## config.mk

```make
export PLATFORM = sky130hd
export DESIGN_NAME = pipe_ctrl
export DESIGN_NICKNAME = d
export VERILOG_FILES = /design/src/rtl/pipe_pkg.sv /design/src/rtl/md_counter.sv /design/src/rtl/pipe_ctrl.sv
export SDC_FILE = /design/constraint.sdc
export NUM_CORES = 1
export LEC_CHECK = 0
export ABC_AREA = 1
export CAP_MARGIN = 5
export CELL_PAD_IN_SITES_DETAIL_PLACEMENT = 1
export CELL_PAD_IN_SITES_GLOBAL_PLACEMENT = 1
export CORE_ASPECT_RATIO = 1.2
export CORE_UTILIZATION = 26
export DETAILED_ROUTE_END_ITERATION = 10
export PLACE_DENSITY = 0.84
export SYNTH_ARGS = -nofsm -noshare
export SYNTH_HDL_FRONTEND = slang
export SYNTH_HIERARCHICAL = 1
export SYNTH_SLANG_ARGS = --single-unit
```

## constraint.sdc

```tcl
create_clock -name clk -period 1.9 [get_ports clk]
set_input_delay 0.475 -clock clk [delete_from_list [all_inputs] [get_ports clk]]
set_output_delay 0.475 -clock clk [all_outputs]
set_load 0.05 [all_outputs]
```

## src/rtl/pipe_pkg.sv

```systemverilog
// rtl/pipe_pkg.sv - shared encodings and state type for the pipeline hazard/flush scheduler
package pipe_pkg;
  localparam logic [1:0]  PC_SEQ       = 2'b00;
  localparam logic [1:0]  PC_HANDLER   = 2'b01;
  localparam logic [1:0]  PC_EPC       = 2'b10;
  localparam logic [31:0] HANDLER_ADDR = 32'h0000_4180;

  typedef enum logic {
    RUN  = 1'b0,
    HOLD = 1'b1
  } state_t;
endpackage

```

## src/rtl/md_counter.sv

```systemverilog
// rtl/md_counter.sv - MDU occupancy counter: loads the op latency on issue, counts down to zero
module md_counter
  import pipe_pkg::*;
#(
  parameter int MULT_LAT = 5,
  parameter int DIV_LAT  = 10
) (
  input  logic clk,
  input  logic rst,
  input  logic load,
  input  logic is_div,
  output logic busy
);
  logic [4:0] cnt;

  // A fresh issue reloads even if a previous op is still counting.
  always_ff @(posedge clk) begin
    if (rst)
      cnt <= 5'd0;
    else if (load)
      cnt <= is_div ? 5'(DIV_LAT) : 5'(MULT_LAT);
    else if (cnt != 5'd0)
      cnt <= cnt - 5'd1;
  end

  assign busy = (cnt != 5'd0);
endmodule

```

## src/rtl/pipe_ctrl.sv

```systemverilog
// rtl/pipe_ctrl.sv - stall/flush scheduler for the five-stage core; PIPE_CTRL_PERF_EN adds event counters
module pipe_ctrl
  import pipe_pkg::*;
#(
  parameter int MULT_LAT = 5,
  parameter int DIV_LAT  = 10
) (
  input  logic        clk,
  input  logic        rst,
  input  logic        mem_wait,
  input  logic        load_use_D,
  input  logic        md_start_E,
  input  logic        md_is_div_E,
  input  logic        md_use_D,
  input  logic        IntReq_M,
  input  logic        eret_M,
  output logic        keep_FD,
  output logic        keep_DE,
  output logic        keep_EM,
  output logic        keep_MW,
  output logic        clr_FD,
  output logic        clr_DE,
  output logic        clr_EM,
  output logic        clr_MW,
  output logic        pc_en,
  output logic [1:0]  pc_sel,
  output logic        md_busy
`ifdef PIPE_CTRL_PERF_EN
  ,
  output logic [31:0] stall_cnt,
  output logic [31:0] flush_cnt,
  output logic [31:0] freeze_cnt
`endif
);
  state_t state, state_nxt;
  logic   int_pend, eret_pend, int_pend_nxt, eret_pend_nxt;
  logic   freeze, redirect, stall, busy_raw;

  md_counter #(.MULT_LAT(MULT_LAT), .DIV_LAT(DIV_LAT)) u_md_counter (
    .clk    (clk),
    .rst    (rst),
    .load   (md_start_E & ~mem_wait),
    .is_div (md_is_div_E),
    .busy   (busy_raw)
  );

  assign md_busy = busy_raw & ~rst;

  always_ff @(posedge clk) begin
    if (rst) begin
      state     <= RUN;
      int_pend  <= 1'b0;
      eret_pend <= 1'b0;
    end else begin
      state     <= state_nxt;
      int_pend  <= int_pend_nxt;
      eret_pend <= eret_pend_nxt;
    end
  end

  always_comb begin
    state_nxt     = RUN;
    int_pend_nxt  = 1'b0;
    eret_pend_nxt = 1'b0;
    freeze        = 1'b0;
    redirect      = 1'b0;
    stall         = 1'b0;
    keep_FD = 1'b0; keep_DE = 1'b0; keep_EM = 1'b0; keep_MW = 1'b0;
    clr_FD  = 1'b0; clr_DE  = 1'b0; clr_EM  = 1'b0; clr_MW  = 1'b0;
    pc_en   = 1'b1;
    pc_sel  = PC_SEQ;
    if (rst) begin
      state_nxt = RUN;
    end else if (mem_wait) begin
      freeze        = 1'b1;
      state_nxt     = HOLD;
      int_pend_nxt  = int_pend | IntReq_M;
      eret_pend_nxt = eret_pend | eret_M;
      keep_FD = 1'b1; keep_DE = 1'b1; keep_EM = 1'b1; keep_MW = 1'b1;
      pc_en   = 1'b0;
    end else if (IntReq_M | int_pend | eret_M | eret_pend) begin
      // MEM/WR is left alone so the faulting instruction still records EPC.
      redirect = 1'b1;
      clr_FD = 1'b1; clr_DE = 1'b1; clr_EM = 1'b1;
      pc_sel = (IntReq_M | int_pend) ? PC_HANDLER : PC_EPC;
    end else if ((md_use_D & (busy_raw | md_start_E)) | load_use_D) begin
      stall   = 1'b1;
      keep_FD = 1'b1;
      clr_DE  = 1'b1;
      pc_en   = 1'b0;
    end
  end

`ifdef PIPE_CTRL_PERF_EN
  always_ff @(posedge clk) begin
    if (rst) begin
      stall_cnt  <= 32'd0;
      flush_cnt  <= 32'd0;
      freeze_cnt <= 32'd0;
    end else begin
      if (stall)    stall_cnt  <= stall_cnt + 32'd1;
      if (redirect) flush_cnt  <= flush_cnt + 32'd1;
      if (freeze)   freeze_cnt <= freeze_cnt + 32'd1;
    end
  end
`endif

  // Pending redirects can only exist right after a freeze cycle.
  a_pend_only_in_hold: assert property (@(posedge clk) disable iff (rst)
    (state == RUN) |-> !(int_pend || eret_pend));
  a_keep_clr_excl: assert property (@(posedge clk) disable iff (rst)
    !((keep_FD && clr_FD) || (keep_DE && clr_DE) || (keep_EM && clr_EM) || (keep_MW && clr_MW)));
endmodule

```

==> results.md <==
* Register area at 143.9 µm²
* Hold Crit Class: flip-flop to flip-flop
* Tot GR Track Use at between 10% and 20%
* Htree depth at 1
* Clock Pin Slew Worst Setup and Hold Paths at 0.05 ns
* Final setup margin at -0.03185 ns
* Largest net degree at the start of global routing at 6
* Clk sink count at 7
* Worst r2r src: u_md_counter/cnt[0]
* Initial Util at ~29%
* First-pass GRT wire length at 3001 µm
* Violated checks: setup timing
* Crit path DAT at 1.46 ns
* Met3 wire length at 50 µm
* WP buf/inv at 2
* Leak pwr at 0.5013 nW
* CP required at 1.42 ns
* CP max FO at 3
* Final critical-path required period at 1.932 ns
* Worst skew pair latency at between 0.2 and 0.3 ns
* Area of the multi-input gates at 335.3 µm²
* Max frequency at around 520 MHz
* Cell Chain, Critical Path: inv_2 > ha_4 > nand3_4 > o21ai_2 > nand2_2 > a21oi_4 > buf_12
* Cell Rows at 16
* Full die area at 2060 µm²
* Syn nets at 85
* Residual DRC at 0
* # IOs at 21
* P per Cell Area at 937.5 nW/µm²
* Final #Nets at 124
* Tcrit/Tclk final at 101.7%
* Drt pass-1 iters at 1
* Design Power at 0.9607 mW
* Post-DP HPWL at 1290 µm
* Synth Area per Inst at 6.523 µm²
* Hold_sp: u_md_counter/cnt[0]
* Setup Viol. Count Final at 3
* Wl on met1 at around 650 µm
* Worst slack, placed at -0.1951 ns
* Critical-path top delay cell: dfxtp_2
* Slew Limit Fails at 0
* Syn Inst Count at 75
* Max_cap viols at 0
* Largest delay contributor family on the critical path: flip-flops
* Crit path largest cell delay at 0.32 ns
* Syn-to-layout area delta at 109.5%
* Initial drt markers at 0
* Top Metal Used: met4
* CTS Hold Buffers Added at 0
* Yosys reg bits at 7
* Synth warn at 6
* Skew final at 0.002724 ns
* Die H at between 40 and 50 µm
* Worst ir drop on vdd at a little over 0.5 mV
* Final GP Congestion at 0.7694
* Die X at between 40 and 50 µm
* Yosys cell types at 21
* CTS Buf Count at 3
* Initial antenna violation count at 0
* Routed wire length at approximately 1800 µm
* Setup Crit Path Kind: flip-flop to primary output
* Post-synthesis sequential area ratio at between 20 and 30%
* Remaining Overflow, GRT at 0
* Wire per inst at 13.49 µm
* RSZ-0062 raised after global routing: true
* Startpoint Class: flip-flop
* Antenna Cells at 0
* Final ANT Viol Nets at 0
* Synthesized area at 489.2 µm²
* Layout cells sized above 1 at 54.87%
* Number of global-route vias before repair at 692
* Final core occ at 60.22%
* Final hold vios at 0
* Vias/cell at 4.626
* Via count at 606
* Origin of the worst setup path: u_md_counter/cnt[0]
* Critical Path Sink Type: primary output
* Core footprint at 1702 µm²
* CTS max path bufs at 2
* Clock tree root driver cell: clkbuf_4
* CTS tree: yes
* Status: finished, violations left
* Met2 Wirelength at 1044 µm
* Fillers at roughly 200
* IO Port Bufs at 19
## placed cells by master (no fill, tap or decap), drive strengths merged
cell type	count
ha	1
inv	15
dlygate4sd2	5
clkdlybuf4s50	3
dfxtp	7
nor4	1
nand4	1
clkbuf	4
nand2	19
o21bai	1
nand3	1
nand3b	1
o21ai	3
buf	30
nor2	14
a21oi	4
conb	1
nor3	2
## metrics by stage
stage,instances,cell area (µm²),TNS [ns],hold slack (ns)
2_1_floorplan,75,503.0,-0.03893,0.4497
3_3_place_gp,120,885.9,-1.062,0.4705
3_5_place_dp,120,885.9,-1.590,0.4754
4_1_cts,129,992.2,-0.04859,0.5214
5_1_grt,131,1025,-0.2612,0.5576
6_report,131,1025,-0.09460,0.5318
## registers in the layout, summed over array words and instances (netlist names)
signal / flops
eret_pend: 1
int_pend: 1
u_md_counter/cnt: 5
## worst min-delay path, stage by stage (launching register included)
cell     delay (ns)
dfxtp_2        0.34
o21ai_1        0.07
nor2_1         0.09
## cell type report
type                            instances  area share (%)
Timing Repair Buffer                   38           42.98
Multi-Input combinational cell         49           32.72
Sequential cell                         7           14.04
Inverter                               15           5.495
Clock buffer                            4           2.564
Tap cell                               18           2.198
## repair_timing
action	in CTS	in global routing
resized for setup	22	4
pin swaps	10	4
endpoints found under the setup margin	11	6
setup buffers	5	2
hold endpoints to repair	0	0
gates cloned	0	0
## kinds of logic (layout without fill, tap and decap cells)
kind of cell	count (synthesis)	in the layout	synth area share, %
AOI/OAI and AO/OA	8	8	9.462
adders and majority gates	1	1	2.557
buffers and inverters	19	57	17.65
DFF	7	7	28.64
other	1	1	0.7665
and+or+nand+nor	39	39	40.92
## layer usage
metal	vias to the layer above	GRT usage, %
met3	2	1.465
li1	300	-
met2	22	42.19
met5	-	0
met4	0	9.140
met1	282	16.67
## cells in the mapped netlist, drive strengths merged
master,number,share of area [%]
nand2,19,17
inv,15,12
nor2,14,15
dfxtp,7,29
a21oi,4,4.9
buf,4,6.1
o21ai,3,3.1
nor3,2,2.0
conb,1,0.77
ha,1,2.6
nand3,1,2.0
nand3b,1,1.5
nand4,1,2.6
nor4,1,1.3
o21bai,1,1.5
## worst paths after layout
path / end / slack (ns) / cells past startpoint
setup / recovery: pc_en / -0.03 / 7
hold / removal: u_md_counter/cnt[0] / 0.53 / 2
setup reg to reg: u_md_counter/cnt[0] / 0.67 / 7
hold reg to reg: u_md_counter/cnt[0] / 0.53 / 2
## power breakdown
group	internal, mW	leakage (nW)	switching [mW]
clock	0.0806	0.0150	0.0621
sequential	0.180	0.0586	0.0307
combinational	0.289	0.428	0.318
total	0.550	0.501	0.411
Power figures use the tool's default switching activity.
